### config.mk
export PLATFORM = sky130hd
export DESIGN_NAME = latch_bank_write_sequencer
export DESIGN_NICKNAME = d
export VERILOG_FILES = /design/src/rtl/latch_bank_write_sequencer.sv
export SDC_FILE = /design/constraint.sdc
export NUM_CORES = 1
export LEC_CHECK = 0
export CELL_PAD_IN_SITES_DETAIL_PLACEMENT = 0
export CELL_PAD_IN_SITES_GLOBAL_PLACEMENT = 1
export CORE_ASPECT_RATIO = 0.9
export CORE_UTILIZATION = 38
export CTS_BUF_LIST = sky130_fd_sc_hd__clkbuf_2 sky130_fd_sc_hd__clkbuf_4 sky130_fd_sc_hd__clkbuf_8
export DETAILED_ROUTE_END_ITERATION = 8
export GPL_ROUTABILITY_DRIVEN = 0
export PLACE_DENSITY_LB_ADDON = 0.25
export SKIP_LAST_GASP = 1
export SLEW_MARGIN = 20
export SYNTH_ARGS = -nofsm -noshare
export SYNTH_HDL_FRONTEND = slang
export SYNTH_SLANG_ARGS = --single-unit
### constraint.sdc
create_clock -name clk -period 2.8 [get_ports clk]
set_input_delay 0.56 -clock clk [delete_from_list [all_inputs] [get_ports clk]]
set_output_delay 0.56 -clock clk [all_outputs]
set_load 0.05 [all_outputs]
### src/rtl/latch_bank_write_sequencer.sv
// Round-robin write sequencer for a shared bank of transparent latches.
// Each write runs setup / open / hold so lat_d is stable around every one-hot enable pulse.
module latch_bank_write_sequencer #(
  parameter int unsigned ENTRIES     = 4,
  parameter int unsigned DW          = 8,
  parameter int unsigned OPEN_CYCLES = 2,
  localparam int unsigned AW         = $clog2(ENTRIES)
) (
  input  logic               clk,
  input  logic               rst_n,
  input  logic               req_a,
  input  logic [AW-1:0]      addr_a,
  input  logic [DW-1:0]      data_a,
  output logic               ack_a,
  input  logic               req_b,
  input  logic [AW-1:0]      addr_b,
  input  logic [DW-1:0]      data_b,
  output logic               ack_b,
  output logic [ENTRIES-1:0] lat_en,
  output logic [DW-1:0]      lat_d,
  output logic               busy,
  output logic               grant_b,
  output logic               err
);

  localparam int unsigned CW = $clog2(OPEN_CYCLES + 1);

  typedef enum logic [1:0] {
    IDLE  = 2'd0,
    SETUP = 2'd1,
    OPEN  = 2'd2,
    HOLD  = 2'd3
  } state_t;

  state_t              state;
  logic                last_b;
  logic [AW-1:0]       cap_addr;
  logic [CW-1:0]       cnt;
  logic                pick_b;
  logic                addr_oor;
  logic [ENTRIES-1:0]  dec;

  // B wins when it is the only requester, or on a tie when A was served last.
  assign pick_b   = req_b && (!req_a || !last_b);
  assign addr_oor = 32'(cap_addr) >= ENTRIES;

  // An out-of-range address matches no entry, so the decode stays all-zero.
  always_comb begin
    dec = '0;
    for (int unsigned i = 0; i < ENTRIES; i++) begin
      if (cap_addr == AW'(i)) dec[i] = 1'b1;
    end
  end

  // lat_d is loaded on the grant edge so it is already stable for the whole SETUP cycle.
  always_ff @(posedge clk or negedge rst_n) begin
    if (!rst_n) begin
      state    <= IDLE;
      lat_en   <= '0;
      lat_d    <= '0;
      ack_a    <= 1'b0;
      ack_b    <= 1'b0;
      busy     <= 1'b0;
      grant_b  <= 1'b0;
      err      <= 1'b0;
      last_b   <= 1'b1;
      cap_addr <= '0;
      cnt      <= '0;
    end else begin
      ack_a <= 1'b0;
      ack_b <= 1'b0;
      err   <= 1'b0;
      case (state)
        IDLE: begin
          if (req_a || req_b) begin
            grant_b  <= pick_b;
            cap_addr <= pick_b ? addr_b : addr_a;
            lat_d    <= pick_b ? data_b : data_a;
            busy     <= 1'b1;
            state    <= SETUP;
          end
        end
        SETUP: begin
          lat_en <= dec;
          cnt    <= CW'(OPEN_CYCLES - 1);
          state  <= OPEN;
        end
        OPEN: begin
          if (cnt == '0) begin
            lat_en <= '0;
            ack_a  <= !grant_b;
            ack_b  <= grant_b;
            err    <= addr_oor;
            state  <= HOLD;
          end else begin
            cnt <= cnt - 1'b1;
          end
        end
        HOLD: begin
          last_b <= grant_b;
          busy   <= 1'b0;
          state  <= IDLE;
        end
        default: state <= IDLE;
      endcase
    end
  end

endmodule

==> results of run 1 <==
==> worst min path at each step <==
stage                           from                     to  slack (ns)
6_report       lat_en[3]$_DFFE_PN0P_  lat_en[3]$_DFFE_PN0P_        0.49
3_3_place_gp   lat_en[0]$_DFFE_PN0P_  lat_en[0]$_DFFE_PN0P_        0.46
3_5_place_dp   lat_en[3]$_DFFE_PN0P_  lat_en[3]$_DFFE_PN0P_        0.47
2_1_floorplan                  rst_n        ack_a$_DFF_PN0_        0.26
5_1_grt        lat_en[0]$_DFFE_PN0P_  lat_en[0]$_DFFE_PN0P_        0.55
4_1_cts        lat_en[3]$_DFFE_PN0P_  lat_en[3]$_DFFE_PN0P_        0.50
==> layout by cell type, fill, tap and decap left out, types with 2 or more instances in the layout <==
master and n:
clkdlybuf4s50_1 39, dfrtp_1 22, a21oi_2 19, o21ai_0 3, ha_1 7, mux2_1 2
a21oi_1 2, a22o_1 2, mux2i_1 2, nor2_1 15, inv_1 5, clkbuf_4 4
nand2_1 17, o21ai_2 2
==> tightest hold or removal path, stage by stage (launching register included) <==
cell and delay, ns:
dfrtp_1 0.36, nand2_1 0.05, o21ai_0 0.06
==> power by group <==
part / switching (mW) / total (mW) / internal [mW] / leakage [nW]
Sequential: 0.107 / 0.593 / 0.486 / 0.274
Clock: 0.0964 / 0.162 / 0.0654 / 0.0184
Combinational: 0.713 / 1.15 / 0.433 / 0.405
==> layout make-up <==
class / count / area [sq um]
Multi-Input combinational cell: 83 / 572
Clock buffer: 4 / 30.0
Tap cell: 42 / 52.6
Sequential cell: 23 / 577
Fill cell: 310 / 1400
Inverter: 5 / 18.8
Timing Repair Buffer: 40 / 398
==> per-stage QoR <==
step	worst slack [ns]	power, mW
final	0.641	1.90
after global routing	0.576	2.04
after CTS	0.628	1.93
after detailed placement	0.470	1.76
after global placement	0.544	1.73
after floorplan	1.39	1.43
==> metal layers <==
metal	vias up	global-route usage	part of all wire
met1	469	0.207	0.45
li1	465	-	-
met3	2	0.0492	0.050
met4	0	0.0190	0.0053
met5	-	0	0
met2	26	0.275	0.49
==> synthesized netlist by cell type (all sizes together), types with 2 or more instances <==
library cell,number
o21ai,5
ha,7
nand2,17
a22o,2
inv,5
mux2i,2
buf,5
a21oi,21
dfrtp,22
nand2b,2
nor2,15
mux2,3
==> logic make-up (layout without fill, tap and decap cells) <==
kind of cell | after synthesis | count (layout) | synth area share
AOI/OAI and AO/OA | 33 | 33 | 0.223
buffers and inverters | 10 | 49 | 0.0508
other | 1 | 1 | 0.00311
DFF | 23 | 23 | 0.478
and+or+nand+nor | 37 | 37 | 0.128
adders and majority gates | 7 | 7 | 0.0726
muxes | 5 | 5 | 0.0446
==> flip-flops by register name (all words and copies together) (netlist names) <==
register,flops
lat_d,8
lat_en,4
cap_addr,2
cnt,2
state,2
ack_a,1
ack_b,1
busy,1
grant_b,1
last_b,1
==> results.cfg, run 1 <==
[timing]
setup_viol = 0
maxSlewHeadroom = 0.495
rsz0062_at_grt = no
period_needed_ns = 2.16
finalMaxSlewViolations = 0
worst_clock_skew_ns = 0.0120
fmax_mhz = 463
tightest_slew_ns = 0.753
hold_ws_ns = 0.485
post-route-period-util = 0.771
setup_tns_ns = 0
hold_viol = 0

[floorplanning]
die_y_um = 55.4
start_util = 0.396
die_w_um = 61.4
coreArea_sq_um = 3040
ios = 41
rows = 19
die_area_sq_um = 3400

[worst_setup_path]
critical_path.cell_chain = clkdlybuf4s50_1
cp_num_buf_inv = 1
r2r_slack_ns = 1.21
end_kind = output port
cp_num_cells = 1
cp_slowest_stage_delay_ns = 0.83
timing.rr.end = lat_d[4]$_DFFE_PN0P_
cp.arrival_ns = 1.60
criticalPathCategory = register to output port
crit_path_end = grant_b
crit_fanout = 5
startpoint_type = register
required_ns = 2.24
crit_family = buffers and inverters
r2r_start = state[0]$_DFFE_PN0P_
startpoint = grant_b$_DFFE_PN0P_
cpMaxStageDelayCell = clkdlybuf4s50_1
reg2reg_depth = 5

[min_path]
hp-class = register to register
worstHoldPathCells = 2

[global_routing]
grt_pass1_wl_um = 4170
grt_max_degree = 24
grt_overflow = 0
grt_usage = 0.162
antenna_found_initial = 0
grt_pass1_vias = 966

[final_layout]
final_cells = 197
num-nets-final = 187
layout-drive-gt1-share = 0.194
diodes = 0
area_growth_pct = 36.6
final_util = 0.542
design_area_sq_um = 1650

[placement]
portBuffers = 39
placed_area_sq_um = 1610
place_inst = 193
dp_hpwl_um = 1860

[synth]
synth-seq-area-share = 0.478
ys_seq_elements = 23
yosysWarnings = 0
async_flop_share = 1.00
yosys-top-cells-area = dfrtp_1, a21oi_2, ha_1
syn_nets = 147
synth.avg_cell_area_sq_um = 10.4
synth_edf_count = 0
yosys.area.top_type_share = 0.456
yosys.area.top_type = dfrtp_1
syn_area_sq_um = 1210
ys_types = 29
syn_inst = 116
ys.flop_type = dfrtp_1

[clock_tree]
post_cts_buffers = 0
holdBufCountCts = 0
root_buffer = clkbuf_4
clkSinkCount = 23
cts_tree = yes
clkSlewWorstSetupHoldPaths_ns = 0.13
clock_latency_ns = 0.31
clock_path_buffers = 2
htree_levels = 1
cts_buffers = 3
cts_resized = 0

[route]
route.detailed.drc = 0
drt-pass1-iter-count = 4
vias = 962
wl_um = 2450
wire_per_inst_um = 12.4
drt_iter0_markers = 24
vias_per_cell = 4.88
drtAntennaViolNets = 0

[job]
maxCapViolCount = 0

[status]
status = completed

[power]
power_density_nw_per_um2 = 1150
peakVddDrop_mv = 0.700
p_leak_nw = 0.697
(Power assumes the default switching activity.)
==> run 2: changes to the inputs <==
--- a/config.mk
+++ b/config.mk
@@ -8,7 +8,7 @@
 export CELL_PAD_IN_SITES_DETAIL_PLACEMENT = 0
 export CELL_PAD_IN_SITES_GLOBAL_PLACEMENT = 1
 export CORE_ASPECT_RATIO = 0.9
-export CORE_UTILIZATION = 38
+export CORE_UTILIZATION = 35
 export CTS_BUF_LIST = sky130_fd_sc_hd__clkbuf_2 sky130_fd_sc_hd__clkbuf_4 sky130_fd_sc_hd__clkbuf_8
 export DETAILED_ROUTE_END_ITERATION = 8
 export GPL_ROUTABILITY_DRIVEN = 0
==> constraint.sdc (replaced) <==
create_clock -name clk -period 2.22 [get_ports clk]
set_input_delay 0.444 -clock clk [delete_from_list [all_inputs] [get_ports clk]]
set_output_delay 0.444 -clock clk [all_outputs]
set_load 0.05 [all_outputs]
==> results.cfg, run 2 (synthesis gave the netlist of run 1 again) <==
[route]
route.detailed.drc = 0
wire_per_inst_um = 12.8
vias = 947
drtAntennaViolNets = 0
wl_um = 2560
drt_iter0_markers = 20
drt-pass1-iter-count = 2
vias_per_cell = 4.74

[clock_tree]
root_buffer = clkbuf_8
htree_levels = 1
cts_buffers = 3
clock_path_buffers = 2
holdBufCountCts = 0
post_cts_buffers = 0
cts_resized = 0
cts_tree = yes
clock_latency_ns = 0.26
clkSlewWorstSetupHoldPaths_ns = 0.09
clkSinkCount = 23

[worst_setup_path]
cp_num_cells = 1
cp_slowest_stage_delay_ns = 0.84
r2r_slack_ns = 0.61
crit_fanout = 5
timing.rr.end = busy$_DFFE_PN0P_
criticalPathCategory = register to output port
crit_path_end = grant_b
r2r_start = state[0]$_DFFE_PN0P_
startpoint = grant_b$_DFFE_PN0P_
crit_family = buffers and inverters
cpMaxStageDelayCell = clkdlybuf4s50_1
cp.arrival_ns = 1.54
end_kind = output port
cp_num_buf_inv = 1
reg2reg_depth = 5
required_ns = 1.78
startpoint_type = register
critical_path.cell_chain = clkdlybuf4s50_1

[placement]
portBuffers = 39
dp_hpwl_um = 1920

[min_path]
worstHoldPathCells = 2
hp-class = register to register

[global_routing]
grt_max_degree = 24
antenna_found_initial = 0
grt_pass1_vias = 980
grt_overflow = 0
grt_usage = 0.156
grt_pass1_wl_um = 4390

[power]
finalPower_mw = 2.48
power_density_nw_per_um2 = 1470
p_leak_nw = 0.715
peakVddDrop_mv = 0.823

[floorplanning]
rows = 19
die_w_um = 63.9
coreArea_sq_um = 3160
start_util = 0.381
die_area_sq_um = 3690
die_y_um = 57.7
ios = 41

[timing]
maxSlewHeadroom = 0.552
rsz0062_at_grt = no
hold_viol = 0
tightest_slew_ns = 0.673
period_needed_ns = 1.99
finalMaxSlewViolations = 0
setup_viol = 0
worst_clock_skew_ns = 0.00455
post-route-period-util = 0.895
fmax_mhz = 503
setup_tns_ns = 0

[final_layout]
largest_register_ffs = 8
area_growth_pct = 40.0
final_util = 0.534
largest-register = lat_d
num-nets-final = 190
layout-drive-gt1-share = 0.209
diodes = 0
most-common-layout-cells = clkdlybuf4s50_1, dfrtp_1, a21oi_2
layout_commonest_cell = clkdlybuf4s50_1
largestRegisters = lat_d (8), lat_en (4)

[job]
maxCapViolCount = 0

[status]
status = completed
## run 2: cell count changes in the layout (fill, tap and decap cells not counted), sizes merged
cell	delta
buf	+3
clkinvlp	+1
clkbuf	-1
## run 2: layout make-up
cell class / count / area, sq um
fillers: 296 / 1470
flip-flops and latches: 23 / 577
multi-input cells: 83 / 572
repair buffers: 43 / 420
well taps: 42 / 52.6
clock buffers: 3 / 41.3
inverters: 5 / 18.8
clock inverters: 1 / 7.51
## run 2: report_power, final
group	total, mW	switching [mW]	internal (mW)	leakage, nW
Combinational	1.46	0.908	0.552	0.419
Sequential	0.746	0.131	0.614	0.274
Clock	0.270	0.143	0.127	0.0217
## run 2: worst min path at each step
stage                                     start               endpoint  slack (ns)
after detailed placement  lat_en[0]$_DFFE_PN0P_  lat_en[0]$_DFFE_PN0P_        0.47
after global placement    lat_en[0]$_DFFE_PN0P_  lat_en[0]$_DFFE_PN0P_        0.46
after floorplan                           rst_n        ack_a$_DFF_PN0_        0.15
after global routing      lat_en[1]$_DFFE_PN0P_  lat_en[1]$_DFFE_PN0P_        0.53
final                     lat_en[0]$_DFFE_PN0P_  lat_en[0]$_DFFE_PN0P_        0.48
after CTS                 lat_en[0]$_DFFE_PN0P_  lat_en[0]$_DFFE_PN0P_        0.49
## run 2: per-stage QoR
step,hold WS [ns],area (sq um),worst slack [ns],std cells
after detailed placement,0.469,1640,0.0929,196
after CTS,0.490,1690,0.217,200
after floorplan,0.148,1210,0.810,116
after global placement,0.464,1640,0.149,196
after global routing,0.532,1690,0.177,200
final,0.482,1690,0.233,200
## run 2: routing by layer
metal,share of wire,up-vias,global-route usage
met5,0,-,0
met4,0.0066,0,0.0487
met3,0.043,2,0.0276
met2,0.47,21,0.260
met1,0.48,449,0.207
li1,-,475,-
==> run 3: changes to the inputs <==
--- a/config.mk
+++ b/config.mk
@@ -14,7 +14,6 @@
 export GPL_ROUTABILITY_DRIVEN = 0
 export PLACE_DENSITY_LB_ADDON = 0.25
 export SKIP_LAST_GASP = 1
-export SLEW_MARGIN = 20
 export SYNTH_ARGS = -nofsm -noshare
 export SYNTH_HDL_FRONTEND = slang
 export SYNTH_SLANG_ARGS = --single-unit
==> results.cfg, run 3 (synthesis gave the netlist of run 1 again) <==
[route]
drt_iter0_markers = 20
drtAntennaViolNets = 0
wire_per_inst_um = 12.9
drt-pass1-iter-count = 3
vias = 950
vias_per_cell = 4.75
route.detailed.drc = 0
wl_um = 2580

[final_layout]
layout-drive-gt1-share = 0.203
largest-register = lat_d
most-common-layout-cells = clkdlybuf4s50_1, dfrtp_1, a21oi_2
area_growth_pct = 39.7
largest_register_ffs = 8
final_cells = 200
fillers = 297
layout_commonest_cell = clkdlybuf4s50_1
final_util = 0.533
num-nets-final = 190
diodes = 0
largestRegisters = lat_d (8), lat_en (4)

[global_routing]
grt_pass1_vias = 980
grt_util_met2 = 0.260
use_met3 = 0.0276
gr-max-usage-layer = met2
grt_usage = 0.156
grt_pass1_wl_um = 4390
grt_max_degree = 24
grt_overflow = 0
antenna_found_initial = 0
met1_usage = 0.207

[clock_tree]
holdBufCountCts = 0
clkSlewWorstSetupHoldPaths_ns = 0.09
root_buffer = clkbuf_8
htree_levels = 1
cts_resized = 0
clock_path_buffers = 2
post_cts_buffers = 0
cts_buffers = 3
cts_tree = yes
clkSinkCount = 23
clock_latency_ns = 0.26

[timing]
worst_clock_skew_ns = 0.00369
rsz0062_at_grt = no
setup_tns_ns = 0
finalMaxSlewViolations = 0
maxSlewHeadroom = 0.234
hold_viol = 0
setup_viol = 0
period_needed_ns = 1.98
tightest_slew_ns = 1.14
fmax_mhz = 504
post-route-period-util = 0.894

[worst_setup_path]
crit_family = buffers and inverters
criticalPathCategory = register to output port
crit_fanout = 5
critical_path.cell_chain = clkdlybuf4s50_1
cp.arrival_ns = 1.54
cp_slowest_stage_delay_ns = 0.84
startpoint_type = register
required_ns = 1.78
r2r_slack_ns = 0.46
cpMaxStageDelayCell = clkdlybuf4s50_1
cp_num_buf_inv = 1
end_kind = output port

[placement]
place_inst = 196
dp_hpwl_um = 1920
portBuffers = 39

[status]
status = completed

[floorplanning]
die_y_um = 57.7
die_area_sq_um = 3690
rows = 19
start_util = 0.381
die_w_um = 63.9
ios = 41
coreArea_sq_um = 3160

[power]
power_density_nw_per_um2 = 1470
peakVddDrop_mv = 0.823
p_leak_nw = 0.714

[min_path]
hp-class = register to register

[job]
maxCapViolCount = 0
-- run 3: cell counts in the layout (fill, tap and decap cells not counted) --
No cell type changed its count.
-- run 3: path summary, 6_finish.rpt --
| kind | from | endpoint | cells past startpoint |
|---|---|---|---|
| hold / removal | lat_en[0]$_DFFE_PN0P_ | lat_en[0]$_DFFE_PN0P_ | 2 |
| min in group asynchronous | rst_n | lat_en[3]$_DFFE_PN0P_ | 2 |
| setup reg to reg | state[0]$_DFFE_PN0P_ | lat_d[0]$_DFFE_PN0P_ | 5 |
| max in group asynchronous | rst_n | last_b$_DFFE_PN1P_ | 2 |
| hold reg to reg | lat_en[0]$_DFFE_PN0P_ | lat_en[0]$_DFFE_PN0P_ | 2 |
| setup / recovery | grant_b$_DFFE_PN0P_ | grant_b | 1 |
-- run 3: layer usage --
metal,wire length [um],share of wire
met5,0,0
met4,17,0.0066
met3,111,0.043
met2,1220,0.47
met1,1240,0.48
-- run 3: report_power, final --
part / leakage (nW) / total (mW) / internal (mW) / switching [mW]
combinational: 0.418 / 1.46 / 0.553 / 0.907
sequential: 0.274 / 0.745 / 0.614 / 0.131
clock: 0.0217 / 0.269 / 0.127 / 0.142
total: 0.714 / 2.47 / 1.29 / 1.18
-- run 3: through the flow --
step | worst slack [ns] | instance area (sq um) | hold slack (ns) | total power, mW
2_1_floorplan | 0.810 | 1210 | 0.148 | 1.81
3_3_place_gp | 0.149 | 1640 | 0.464 | 2.19
3_5_place_dp | 0.0929 | 1640 | 0.469 | 2.24
4_1_cts | 0.217 | 1690 | 0.490 | 2.51
5_1_grt | 0.177 | 1690 | 0.532 | 2.66
6_report | 0.236 | 1690 | 0.482 | 2.47
-- run 3: final cells by class --
cell class              count  area [sq um]  share of cell area
inverters                   5          18.8              0.0111
multi-input cells          83           568               0.337
clock inverters             1          7.51             0.00445
flip-flops and latches     23           577               0.342
repair buffers             43           420               0.249
clock buffers               3          41.3              0.0245
well taps                  42          52.6              0.0312
